==> config.mk <==
export PLATFORM = sky130hd
export DESIGN_NAME = conv_window_fetch_flat
export DESIGN_NICKNAME = d
export VERILOG_FILES = /design/src/rtl/conv_pkg.sv /design/src/rtl/conv_window_fetch_if.sv /design/src/rtl/conv_line_buffer.sv /design/src/rtl/conv_window_fetch.sv /design/src/flat_wrapper.sv
export SDC_FILE = /design/constraint.sdc
export NUM_CORES = 1
export LEC_CHECK = 0
export CORE_ASPECT_RATIO = 1.5
export CORE_UTILIZATION = 56
export CTS_CLUSTER_DIAMETER = 50
export CTS_CLUSTER_SIZE = 20
export DETAILED_ROUTE_END_ITERATION = 7
export PLACE_DENSITY = 0.81
export SLEW_MARGIN = 20
export SYNTH_ARGS = -nofsm -noshare
export SYNTH_HDL_FRONTEND = slang
export SYNTH_SLANG_ARGS = --single-unit
==> constraint.sdc <==
create_clock -name clk -period 2.3 [get_ports clk]
set_input_delay 0.46 -clock clk [delete_from_list [all_inputs] [get_ports clk]]
set_output_delay 0.46 -clock clk [all_outputs]
set_load 0.01 [all_outputs]
==> src/rtl/conv_pkg.sv <==
// Shared constants and FSM state type for the convolution read-side front end.
package conv_pkg;
  localparam int IMG_W     = 8;
  localparam int IMG_H     = 8;
  localparam int K         = 3;
  localparam int DW        = 8;
  localparam int AW        = 6;
  localparam int OUT_W     = IMG_W - K + 1;
  localparam int CW        = 3;  // width of pixel / window coordinates
  localparam int DRAIN_LEN = 2;  // cycles to flush the RAM latency and window register

  typedef enum logic [1:0] {IDLE, FETCH, DRAIN} state_t;
endpackage

==> src/rtl/conv_window_fetch_if.sv <==
// RAM read bus plus window output bus of the window fetcher.
interface conv_window_fetch_if;
  import conv_pkg::*;

  logic [AW-1:0]     ram_addr;
  logic [DW-1:0]     ram_dout;
  logic              win_valid;
  logic [K*K*DW-1:0] win_data;
  logic [CW-1:0]     win_row;
  logic [CW-1:0]     win_col;

  modport master (
    output ram_addr,
    input  ram_dout,
    output win_valid,
    output win_data,
    output win_row,
    output win_col
  );

  modport slave (
    input  ram_addr,
    output ram_dout,
    input  win_valid,
    input  win_data,
    input  win_row,
    input  win_col
  );
endinterface

==> src/rtl/conv_line_buffer.sv <==
// One image row of pixels: registered write, asynchronous read by column.
module conv_line_buffer #(
  parameter int DEPTH = 8,
  parameter int DW    = 8,
  parameter int IW    = 3
) (
  input  logic          clk,
  input  logic          we,
  input  logic [IW-1:0] waddr,
  input  logic [DW-1:0] wdata,
  input  logic [IW-1:0] raddr,
  output logic [DW-1:0] rdata
);
  logic [DW-1:0] mem [DEPTH];

  // Row storage; contents survive across frames and are never cleared.
  always_ff @(posedge clk) begin
    if (we) mem[waddr] <= wdata;
  end

  assign rdata = mem[raddr];
endmodule

==> src/rtl/conv_window_fetch.sv <==
// Raster-order image RAM walker that assembles 3x3 pixel windows for the
// convolution datapath, one window per cycle once two rows are buffered.
module conv_window_fetch #(
  parameter int IMG_W = conv_pkg::IMG_W,
  parameter int IMG_H = conv_pkg::IMG_H,
  parameter int K     = conv_pkg::K,
  parameter int DW    = conv_pkg::DW,
  parameter int AW    = conv_pkg::AW
) (
  input  logic                clk,
  input  logic                rst,
  input  logic                in_st,
  conv_window_fetch_if.master bus,
  output logic                busy,
  output logic                out_st
);
  import conv_pkg::*;

  localparam int                NPIX      = IMG_W * IMG_H;
  localparam int                WW        = K * K * DW;
  localparam logic [AW-1:0]     LAST_ADDR = AW'(NPIX - 1);
  localparam logic [AW-1:0]     LAST_DRN  = AW'(DRAIN_LEN - 1);
  localparam logic [CW-1:0]     COL_LAST  = CW'(IMG_W - 1);
  localparam logic [CW-1:0]     ROW_LAST  = CW'(IMG_H - 1);
  localparam logic [CW-1:0]     EDGE      = CW'(K - 1);

  state_t        state, state_nxt;
  logic [AW-1:0] cnt, cnt_nxt;
  logic          done_nxt;

  logic          vld_p1;
  logic [CW-1:0] col_p1, row_p1;
  logic [DW-1:0] pix_p1, lb0_rd, lb1_rd;
  logic          win_hit;
  logic [WW-1:0] win_nxt;

  logic          vld_p2;
  logic [WW-1:0] win_p2;
  logic [CW-1:0] row_p2, col_p2;

  // FSM state, shared address/drain counter and registered done pulse.
  always_ff @(posedge clk) begin
    if (rst) begin
      state  <= IDLE;
      cnt    <= '0;
      out_st <= 1'b0;
    end else begin
      state  <= state_nxt;
      cnt    <= cnt_nxt;
      out_st <= done_nxt;
    end
  end

  // Next state: one address per FETCH cycle, then a fixed-length drain.
  always_comb begin
    state_nxt = state;
    cnt_nxt   = cnt;
    done_nxt  = 1'b0;
    case (state)
      IDLE: begin
        if (in_st) begin
          state_nxt = FETCH;
          cnt_nxt   = '0;
        end
      end
      FETCH: begin
        if (cnt == LAST_ADDR) begin
          state_nxt = DRAIN;
          cnt_nxt   = '0;
        end else begin
          cnt_nxt = cnt + 1'b1;
        end
      end
      DRAIN: begin
        if (cnt == LAST_DRN) begin
          state_nxt = IDLE;
          cnt_nxt   = '0;
          done_nxt  = 1'b1;
        end else begin
          cnt_nxt = cnt + 1'b1;
        end
      end
      default: begin
        state_nxt = IDLE;
        cnt_nxt   = '0;
      end
    endcase
  end

  // ---- stage p0: address issue ----
  assign bus.ram_addr = (state == FETCH) ? cnt : '0;
  assign busy         = (state != IDLE);

  // ---- stage p1: RAM data returns; pixel coordinates track it ----
  assign pix_p1 = bus.ram_dout;

  // Pixel coordinate counter, one cycle behind the address; wraps to 0 at frame end.
  always_ff @(posedge clk) begin
    if (rst) begin
      vld_p1 <= 1'b0;
      col_p1 <= '0;
      row_p1 <= '0;
    end else begin
      vld_p1 <= (state == FETCH);
      if (vld_p1) begin
        if (col_p1 == COL_LAST) begin
          col_p1 <= '0;
          row_p1 <= (row_p1 == ROW_LAST) ? '0 : row_p1 + 1'b1;
        end else begin
          col_p1 <= col_p1 + 1'b1;
        end
      end
    end
  end

  conv_line_buffer #(.DEPTH(IMG_W), .DW(DW), .IW(CW)) lb0 (
    .clk   (clk),
    .we    (vld_p1),
    .waddr (col_p1),
    .wdata (pix_p1),
    .raddr (col_p1),
    .rdata (lb0_rd)
  );

  conv_line_buffer #(.DEPTH(IMG_W), .DW(DW), .IW(CW)) lb1 (
    .clk   (clk),
    .we    (vld_p1),
    .waddr (col_p1),
    .wdata (lb0_rd),
    .raddr (col_p1),
    .rdata (lb1_rd)
  );

  // Window shifted left one column with {lb1, lb0, pixel} as the new right column.
  always_comb begin
    win_nxt = win_p2;
    for (int r = 0; r < K; r++) begin
      for (int c = 0; c < K - 1; c++) begin
        win_nxt[(r*K + c)*DW +: DW] = win_p2[(r*K + c + 1)*DW +: DW];
      end
    end
    win_nxt[(K - 1)*DW +: DW]         = lb1_rd;
    win_nxt[(2*K - 1)*DW +: DW]       = lb0_rd;
    win_nxt[(K*K - 1)*DW +: DW]       = pix_p1;
  end

  assign win_hit = vld_p1 && (row_p1 >= EDGE) && (col_p1 >= EDGE);

  // ---- stage p2: registered window and its top-left coordinate ----
  // Window register shifts on every returned pixel; valid only once fully populated.
  always_ff @(posedge clk) begin
    if (rst) begin
      vld_p2 <= 1'b0;
      win_p2 <= '0;
      row_p2 <= '0;
      col_p2 <= '0;
    end else begin
      vld_p2 <= win_hit;
      if (vld_p1) win_p2 <= win_nxt;
      if (win_hit) begin
        row_p2 <= row_p1 - EDGE;
        col_p2 <= col_p1 - EDGE;
      end
    end
  end

  assign bus.win_valid = vld_p2;
  assign bus.win_data  = win_p2;
  assign bus.win_row   = row_p2;
  assign bus.win_col   = col_p2;
endmodule

==> src/flat_wrapper.sv <==
// flat-port wrapper written by rule: the top's interface ports become plain ports
module conv_window_fetch_flat import conv_pkg::*;
#(
  parameter int IMG_W = conv_pkg::IMG_W,
  parameter int IMG_H = conv_pkg::IMG_H,
  parameter int K     = conv_pkg::K,
  parameter int DW    = conv_pkg::DW,
  parameter int AW    = conv_pkg::AW
)
  (clk, rst, in_st, busy, out_st, bus_ram_addr, bus_ram_dout, bus_win_valid, bus_win_data, bus_win_row, bus_win_col);
  conv_window_fetch_if bus_i ();
  input  logic clk;
  input  logic rst;
  input  logic in_st;
  output logic busy;
  output logic out_st;
  output wire logic [$bits(bus_i.ram_addr)-1:0] bus_ram_addr;
  input wire logic [$bits(bus_i.ram_dout)-1:0] bus_ram_dout;
  output wire logic [$bits(bus_i.win_valid)-1:0] bus_win_valid;
  output wire logic [$bits(bus_i.win_data)-1:0] bus_win_data;
  output wire logic [$bits(bus_i.win_row)-1:0] bus_win_row;
  output wire logic [$bits(bus_i.win_col)-1:0] bus_win_col;
  assign bus_ram_addr = bus_i.ram_addr;
  assign bus_i.ram_dout = bus_ram_dout;
  assign bus_win_valid = bus_i.win_valid;
  assign bus_win_data = bus_i.win_data;
  assign bus_win_row = bus_i.win_row;
  assign bus_win_col = bus_i.win_col;
  conv_window_fetch #(.IMG_W(IMG_W), .IMG_H(IMG_H), .K(K), .DW(DW), .AW(AW)) u_core (.clk(clk), .rst(rst), .in_st(in_st), .bus(bus_i), .busy(busy), .out_st(out_st));
endmodule
==> results of run 1 <==
[cells by family after synthesis]
group / count (synthesis)
AO/OA/AOI/OAI: 28
buffers and inverters: 45
XOR/XNOR: 4
adder cells (fa/ha/maj): 17
multiplexers: 116
flip-flops: 226
AND/OR/NAND/NOR: 128
[critical path: cells and delay by family (launching register included)]
family     cells  cell delay [ps]
flops          1              370
fa+ha+maj      1              220
buf+inv        3              700
[what timing repair did]
item                                    CTS  global route
cloned                                    0             0
endpoints found under the setup margin    6             2
resized for setup                         3             2
[Yosys cell counts (5+ instances only)]
| master | instances | area [um2] |
|---|---|---|
| nor3_1 | 5 | 25.0 |
| dfxtp_1 | 98 | 1960 |
| a211oi_1 | 14 | 105 |
| and3_1 | 10 | 62.6 |
| nand2_1 | 7 | 26.3 |
| clkbuf_1 | 13 | 48.8 |
| ha_1 | 17 | 213 |
| mux2_4 | 8 | 120 |
| mux2i_1 | 76 | 761 |
| and2_1 | 6 | 37.5 |
| mux4_1 | 6 | 158 |
| mux4_2 | 26 | 586 |
| edfxtp_1 | 128 | 3840 |
| buf_2 | 11 | 55.1 |
| a21oi_1 | 6 | 30.0 |
| nor2_1 | 90 | 338 |
| inv_1 | 10 | 37.5 |
[cell usage in the layout (no fill, tap or decap), drive strengths merged, types with 5 or more instances in the layout]
master,netlist,routed
mux2i,76,76
nor3,5,5
clkdlybuf4s50,0,95
a211oi,14,14
and3,10,10
nor2,90,90
clkbuf,13,23
ha,17,17
nand2,7,7
mux2,8,8
mux4,32,32
dfxtp,98,98
and2,6,6
buf,19,20
inv,13,17
a21oi,6,6
edfxtp,128,128
[power by group]
group          internal (mW)  leakage [nW]  switching [mW]  total [mW]
Clock                   1.48         0.253            1.32        2.81
Sequential              4.50          1.95           0.150        4.65
Combinational          0.641          1.37           0.698        1.34
[sequential cells by signal, indices dropped and copies added, names as in the netlist, 2 cells and up, named ones only]
name	flops
u_core.bus.win_data	72
u_core.lb0.mem	64
u_core.lb1.mem	64
u_core.cnt	6
u_core.bus.win_col	3
u_core.bus.win_row	3
u_core.col_p1	3
u_core.row_p1	3
u_core.state	2
[routing by layer]
metal  wire (um)  GRT usage  vias to the layer above
li1            -          -                     2284
met1        6510      0.244                     2504
met2        9450      0.420                      117
met3         593     0.0270                       38
met4         593      0.101                        0
met5           0          0                        -
[final cells by class]
cell class | count | area share
clock buffers | 23 | 0.0461
clock inverters | 5 | 0.00361
inverters | 13 | 0.00470
multi-input cells | 293 | 0.254
flip-flops and latches | 226 | 0.559
well taps | 199 | 0.0240
repair buffers | 116 | 0.108
[worst max path at each step]
stage	slack [ps]	end	start	cells past startpoint
6_report	90	busy	u_core.state[0]	4
5_1_grt	20	bus_ram_addr[5]	u_core.state[1]	4
4_1_cts	10	busy	u_core.state[0]	4
3_5_place_dp	340	u_core.cnt[0]	in_st	4
3_3_place_gp	430	u_core.cnt[1]	in_st	4
2_1_floorplan	260	u_core.bus.win_col[0]	u_core.col_p1[1]	8
==> run_results.csv, run 1 <==
group,metric,value,unit
global_route,antenna_found_initial,0,
min_path,worstHoldEndpoint,"u_core.vld_p1",
synth,ys.warnings.count,0,
worst_setup_path,worstRegToRegCells,5,
worst_setup_path,cp_data_required_time,1840,ps
worst_setup_path,r2r_start,"u_core.cnt[0]",
synth,syn-cell-area,8660,um2
cells_and_area,fin_area,10400,um2
cts,cts_buffers,16,
power,vdd_ir_drop_max,0.000756,V
cts,cts.sinks,226,
worst_setup_path,cp.arrival,1750,ps
floorplan,die_h,154,um
cts,cts_tree,"done",
cts,cts_setup_buffers,0,
run,maxCapViolations,0,
cells_and_area,multiInputGateArea,2640,um2
routing,post-route-drc-count,0,
status,status,"finished clean",
cells_and_area,antenna_cells,0,
sta,setup_violations,0,
worst_setup_path,crit_type,"reg -> out",
routing,wl_per_cell,19.6,um
sta,tns,0,ps
worst_setup_path,cp-end-kind,"primary output",
min_path,min_path_cells,2,
synth,async_flop_share,0,
place,pre_cts_slack,339,ps
floorplan,ios,98,
synth,synth_edf_count,128,
routing,dr.first_iter.drc_count,211,
cells_and_area,final_util,0.689,
place,io_buffers,97,
routing,drt_wl_total,17.1,mm
sta,min_period,2210,ps
sta,worstMarginPinSlew,1020,ps
synth,syn_nets,592,
synth,ys_types,37,
floorplan,start_util,0.575,
cts,cts-root-buf,"clkbuf_16",
sta,relSlewSlack,0.322,
sta,setup_slack,92.2,ps
power,design_power_total,8.79,mW
cts,cts.reportedPaths.clkPinSlew,70,ps
routing,vias,4943,
cells_and_area,nNetsFinal,694,
sta,rsz0062_at_grt,"false",
place,place.gp.congestion,0.834,
synth,avgSynthCellArea,15.4,um2
cts,htree_levels,1,
floorplan,die_area,16000,um2
routing,ant_nets,0,
synth,synth_top_family_by_area,"multiplexers",
floorplan,design.core.area,15100,um2
sta,maxSlewViolCount,0,
synth,ys_seq_elements,226,
sta,clock.fmax,453,MHz
floorplan,die_w,104,um
worst_setup_path,critPathMaxStageDelay,530,ps
synth,synth_fa_ha_area_frac,0.0246,
synth,ys.flop_type,"edfxtp_1",
worst_setup_path,slowest_stage,"clkdlybuf4s50_1",
sta,finalHoldViolations,0,
power,power.density,847,nW/um2
global_route,grt_pass1_wl,27.1,mm
cells_and_area,drive_above_1_share,0.124,
routing,dr.pass1.iters,4,
global_route,grt-ovfl-total,0,
cts,ctsHoldBuffers,0,
sta,fin_crit_sh,0.960,
worst_setup_path,cp_max_fo,3,
place,placed_area,9850,um2
cells_and_area,seqCellArea,5810,um2
global_route,grt_pass1_vias,5070,
global_route,grt_usage,0.221,
global_route,grt_max_degree,70,
place,placedCellCount,847,
cts,clockBufferDepth,3,
synth,synth_xor_area_frac,0.00405,
synth,synth_compound_area_frac,0.0228,
worst_setup_path,r2r_end,"u_core.cnt[0]",
synth,synth.area.mux_share,0.188,
min_path,holdCritStartpoint,"rst",
cells_and_area,nFillCells,983,
min_path,holdCritPathClass,"in -> reg",
worst_setup_path,r2r_slack,320,ps
place,hpwlAfterDp,11.2,mm
floorplan,fp-row-count,55,
sta,final.hold.worst_slack,221,ps
cells_and_area,syn_to_final_growth,19.9,%
worst_setup_path,start_kind,"flip-flop",
synth,postSynthCellCount,564,
synth,synth-seq-area-share,0.670,
worst_setup_path,critical_path.cell_chain,"inv_1 -> ha_1 -> inv_1 -> clkdlybuf4s50_1",
cells_and_area,stdcell_count,875,
sta,clock_skew,8.83,ps
power,p_leak,3.57,nW
synth,synth-simple-area-share,0.0641,
cts,clkLatencyLatePin,470,ps
worst_setup_path,crit_path_frequent_cell,"inv_1",
routing,vias_per_cell,5.65,
Note: power is estimated with default switching activity, not from simulation.
==> run 2, diff against run 1 <==
==> constraint.sdc (replaced) <==
create_clock -name clk -period 2.3 [get_ports clk]
set_input_delay 0.46 -clock clk [delete_from_list [all_inputs] [get_ports clk]]
set_output_delay 0.46 -clock clk [all_outputs]
set_load 0.005 [all_outputs]
==> run 2 against run 1 <==
Wire length down 0.48%. Utilization barely moved. Cell count rose by 0.23%. Total power fell by 0.36%. Critical path depth did not move.
==> run_results.csv, run 2 (same netlist as run 1, synthesis figures left out) <==
group,metric,value,unit
status,status,"finished clean",
cells_and_area,stdcell_count,877,
worst_setup_path,start_kind,"flip-flop",
sta,maxSlewViolCount,0,
routing,wl_per_cell,19.5,um
cts,cts_setup_buffers,0,
floorplan,ios,98,
cells_and_area,nNetsFinal,696,
floorplan,design.core.area,15100,um2
worst_setup_path,crit_type,"reg -> out",
cells_and_area,largest_register_ff_count,72,
floorplan,die_h,154,um
cts,cts.sinks,226,
sta,clock.fmax,454,MHz
sta,finalHoldViolations,0,
global_route,grt_pass1_wl,26.9,mm
cts,ctsHoldBuffers,0,
min_path,holdCritPathClass,"in -> reg",
routing,wl_met2,9.59,mm
global_route,grt_max_degree,49,
min_path,min_path_cells,2,
cells_and_area,layout_common_cells,"edfxtp_1, dfxtp_1, clkdlybuf4s50_1",
routing,dr.pass1.iters,4,
place,io_buffers,97,
power,vdd_ir_drop_max,0.000705,V
worst_setup_path,crit_path_frequent_cell,"inv_1",
cts,cts-root-buf,"clkbuf_16",
floorplan,die_w,104,um
worst_setup_path,worstRegToRegCells,5,
place,place.gp.congestion,0.819,
cts,clockBufferDepth,3,
sta,clock_skew,13.2,ps
routing,dr.first_iter.drc_count,229,
cells_and_area,seqCellArea,5810,um2
routing,met1_length,6.23,mm
worst_setup_path,slowest_stage,"clkdlybuf4s50_1",
cts,clkLatencyLatePin,480,ps
cells_and_area,drive_above_1_share,0.125,
global_route,grt_usage,0.219,
global_route,antenna_found_initial,0,
place,hpwlAfterDp,11.2,mm
sta,worstMarginPinSlew,884,ps
routing,post-route-drc-count,0,
floorplan,fp-row-count,55,
power,power.density,844,nW/um2
place,placedCellCount,849,
cts,cts.reportedPaths.clkPinSlew,80,ps
power,design_power_total,8.76,mW
cts,htree_levels,1,
cells_and_area,syn_to_final_growth,19.9,%
sta,setup_violations,0,
cells_and_area,multiInputGateArea,2640,um2
worst_setup_path,critPathMaxStageDelay,490,ps
worst_setup_path,cp_data_required_time,1840,ps
routing,wl_met3,785,um
worst_setup_path,critical_path.cell_chain,"inv_1 -> ha_1 -> inv_1 -> clkdlybuf4s50_1",
cells_and_area,nFillCells,1021,
worst_setup_path,cp_max_fo,3,
worst_setup_path,cp.arrival,1740,ps
sta,fin_crit_sh,0.958,
floorplan,start_util,0.575,
routing,vias,4860,
routing,ant_nets,0,
routing,vias_per_cell,5.54,
floorplan,die_area,16000,um2
cts,cts_buffers,16,
sta,min_period,2200,ps
power,p_leak,3.58,nW
cells_and_area,mostFrequentLayoutCell,"edfxtp_1",
cells_and_area,antenna_cells,0,
worst_setup_path,cp-end-kind,"primary output",
run,maxCapViolations,0,
routing,drt_wl_total,17.1,mm
sta,relSlewSlack,0.410,
routing,highest-signal-layer,"met4",
global_route,grt_pass1_vias,4989,
global_route,grt-ovfl-total,0,
cts,cts_tree,"done",
## run 2: metal layers
| metal | global-route usage | up-vias |
|---|---|---|
| met5 | 0 | - |
| met4 | 0.0842 | 0 |
| met3 | 0.0282 | 34 |
| met2 | 0.422 | 126 |
| met1 | 0.242 | 2419 |
| li1 | - | 2281 |
## run 2: worst paths after layout
| kind | endpoint | from | slack [ps] |
|---|---|---|---|
| max | busy | u_core.state[0] | 100 |
| min | u_core.vld_p1 | rst | 230 |
| max reg2reg | u_core.bus.win_data[44] | flip-flop | 390 |
| min reg2reg | u_core.bus.win_col[0] | u_core.bus.win_col[0] | 500 |
## run 2: cell type report
| type | instances | share of cell area |
|---|---|---|
| inverters | 13 | 0.00470 |
| well taps | 199 | 0.0240 |
| repair buffers | 118 | 0.108 |
| clock inverters | 6 | 0.00663 |
| flip-flops and latches | 226 | 0.560 |
| multi-input cells | 293 | 0.254 |
| clock buffers | 22 | 0.0428 |
## run 2: repair_timing
item,in CTS,in global routing
setup endpoints to repair,3,2
pin swaps,0,0
resized for setup,3,2
## run 2: per-stage QoR
stage	util	hold WS, ps	setup slack (ps)	area (um2)	TNS (ps)
floorplan	-	452	264	8660	0
global placement	0.654	465	427	9860	0
detailed placement	0.654	478	401	9860	0
CTS	0.689	209	21.1	10400	0
global route	0.689	219	-4.80	10400	-4.80
finish	0.689	228	96.6	10400	0
## run 2: power breakdown
part	internal [mW]	switching [mW]
registers	4.50	0.164
clock network	1.49	1.33
logic	0.635	0.643
## run 2: worst max-delay path, delay by kind of cell (launching register included)
kind	cells	cell delay (ps)
fa+ha+maj	1	220
buf+inv	3	660
flops	1	370
==> run 3, diff against run 2 <==
--- a/config.mk
+++ b/config.mk
@@ -5,12 +5,13 @@
 export SDC_FILE = /design/constraint.sdc
 export NUM_CORES = 1
 export LEC_CHECK = 0
-export CORE_ASPECT_RATIO = 1.5
-export CORE_UTILIZATION = 56
+export ABC_CLOCK_PERIOD_IN_PS = 1800
+export CORE_ASPECT_RATIO = 1.25
+export CORE_UTILIZATION = 50
 export CTS_CLUSTER_DIAMETER = 50
 export CTS_CLUSTER_SIZE = 20
 export DETAILED_ROUTE_END_ITERATION = 7
-export PLACE_DENSITY = 0.81
+export PLACE_DENSITY = 0.76
 export SLEW_MARGIN = 20
 export SYNTH_ARGS = -nofsm -noshare
 export SYNTH_HDL_FRONTEND = slang
==> constraint.sdc (replaced) <==
create_clock -name clk -period 1.8 [get_ports clk]
set_input_delay 0.36 -clock clk [delete_from_list [all_inputs] [get_ports clk]]
set_output_delay 0.36 -clock clk [all_outputs]
set_load 0.005 [all_outputs]
==> run 3 against run 2 <==
Die area rose by 12%. Critical path type unchanged. Largest power group unchanged. Largest cell class unchanged. Highest routed layer unchanged. Cell area rose by 4.2%. Via count up 3.2%.
==> run_results.csv, run 3 (same netlist as run 1, synthesis figures left out) <==
group,metric,value,unit
routing,drt_wl_total,18.3,mm
routing,ant_nets,0,
sta,setup_slack,18.8,ps
power,design_power_total,11.9,mW
cells_and_area,nNetsFinal,714,
floorplan,design.core.area,16900,um2
status,status,"finished clean",
run,maxCapViolations,0,
routing,wl_per_cell,19.9,um
global_route,grt_use_met2,0.388,
cts,cts_tree,"done",
worst_setup_path,cp_data_required_time,1440,ps
cts,cts_buffers,18,
min_path,min_path_cells,2,
power,power.density,1100,nW/um2
global_route,grt_pass1_wl,28.3,mm
worst_setup_path,r2r_end,"u_core.bus.win_data[47]",
sta,worstMarginPinSlew,506,ps
sta,relSlewSlack,0.663,
cts,htree_levels,1,
sta,maxSlewViolCount,0,
sta,rsz0062_at_grt,"false",
cts,cts.sinks,226,
sta,setup_violations,0,
min_path,worstHoldEndpoint,"u_core.bus.win_data[37]",
routing,vias,5015,
floorplan,die_area,17900,um2
global_route,grt_busiest_layer,"met2",
min_path,holdCritStartpoint,"rst",
worst_setup_path,slowest_stage,"clkdlybuf4s50_1",
cells_and_area,drive_above_1_share,0.203,
place,place.gp.congestion,0.794,
global_route,grt_pass1_vias,5220,
floorplan,fp-row-count,53,
cts,cts-root-buf,"clkbuf_16",
worst_setup_path,cp_max_fo,2,
cells_and_area,nFillCells,1188,
cts,clockBufferDepth,3,
sta,min_period,1780,ps
cts,clkLatencyLatePin,500,ps
worst_setup_path,crit_type,"reg -> out",
power,p_leak,3.75,nW
place,hpwlAfterDp,11.8,mm
routing,dr.pass1.iters,4,
global_route,grtUsageMet1,0.235,
routing,dr.first_iter.drc_count,258,
min_path,holdCritPathClass,"in -> reg",
cts,cts.reportedPaths.clkPinSlew,80,ps
sta,clock_skew,18.8,ps
power,vdd_ir_drop_max,0.000721,V
sta,finalHoldViolations,0,
global_route,grt_usage,0.211,
routing,vias_per_cell,5.46,
worst_setup_path,critPathBufInv,1,
worst_setup_path,cp.arrival,1420,ps
cells_and_area,mostFrequentLayoutCell,"edfxtp_1",
worst_setup_path,critical_path.cell_chain,"clkdlybuf4s50_1",
floorplan,die_w,120,um
cells_and_area,syn_to_final_growth,24.9,%
worst_setup_path,r2r_slack,80,ps
global_route,grt_use_met3,0.0302,
worst_setup_path,critPathTopFamily,"buffers and inverters",
cells_and_area,layout_common_cells,"edfxtp_1, nor2_1, clkdlybuf4s50_1",
worst_setup_path,start_kind,"flip-flop",
global_route,grt-ovfl-total,0,
routing,post-route-drc-count,0,
worst_setup_path,worstRegToRegCells,5,
sta,fin_crit_sh,0.990,
worst_setup_path,cp-end-kind,"primary output",
place,io_buffers,97,
place,pre_cts_slack,-22.4,ps
floorplan,start_util,0.512,
sta,clock.fmax,561,MHz
cells_and_area,antenna_cells,0,
worst_setup_path,critPathMaxStageDelay,520,ps
cells_and_area,largest_register_ff_count,72,
floorplan,die_h,149,um
global_route,antenna_found_initial,0,
global_route,grt_max_degree,37,
floorplan,ios,98,
-- run 3: metrics by stage --
stage	area (um2)	instances	hold slack [ps]	util	TNS, ps
after floorplan	8680	564	452	-	0
after detailed placement	10100	880	486	0.595	-22.4
final	10800	918	230	0.640	0
after global placement	10100	880	464	0.595	0
after global routing	10800	918	242	0.640	0
after CTS	10800	916	211	0.636	-107
-- run 3: where the power goes --
group	internal (mW)	switching, mW	leakage [nW]	total (mW)
registers	5.76	0.189	1.96	5.95
clock network	2.20	1.89	0.298	4.09
logic	0.948	0.917	1.49	1.87
-- run 3: area by class of cell --
cell class                      count  area [um2]  area share
Clock inverter                      9         121      0.0112
Sequential cell                   226        5840       0.540
Clock buffer                       23         500      0.0462
Timing Repair Buffer              133        1350       0.125
Multi-Input combinational cell    294        2680       0.248
Tap cell                          220         275      0.0254
Inverter                           13        48.8     0.00451
-- run 3: routing by layer --
metal	vias to the layer above	share of wire
met2	158	0.53
met3	49	0.044
met1	2484	0.38
met4	0	0.051
met5	-	0
li1	2324	-
-- run 3: timing repair --
action,CTS,global route
endpoints found under the setup margin,18,23
setup buffers,4,1
hold buffers,0,0
gates cloned,0,1
pin swaps,1,2
gates resized for setup,33,29
hold endpoints to repair,0,0
-- run 3: how the worst max path moves through the flow --
stage	startpoint	endpoint	slack [ps]	depth (start not counted)
finish	u_core.bus.win_data[42]	bus_win_data[42]	20	1
global route	u_core.bus.win_data[34]	bus_win_data[34]	0.07	1
CTS	u_core.state[1]	bus_ram_addr[1]	-110	6
detailed placement	flip-flop	u_core.bus.win_data[43]	-20	5
global placement	flip-flop	u_core.bus.win_data[44]	100	5
floorplan	u_core.vld_p1	u_core.lb0.mem[7][0]	10	3
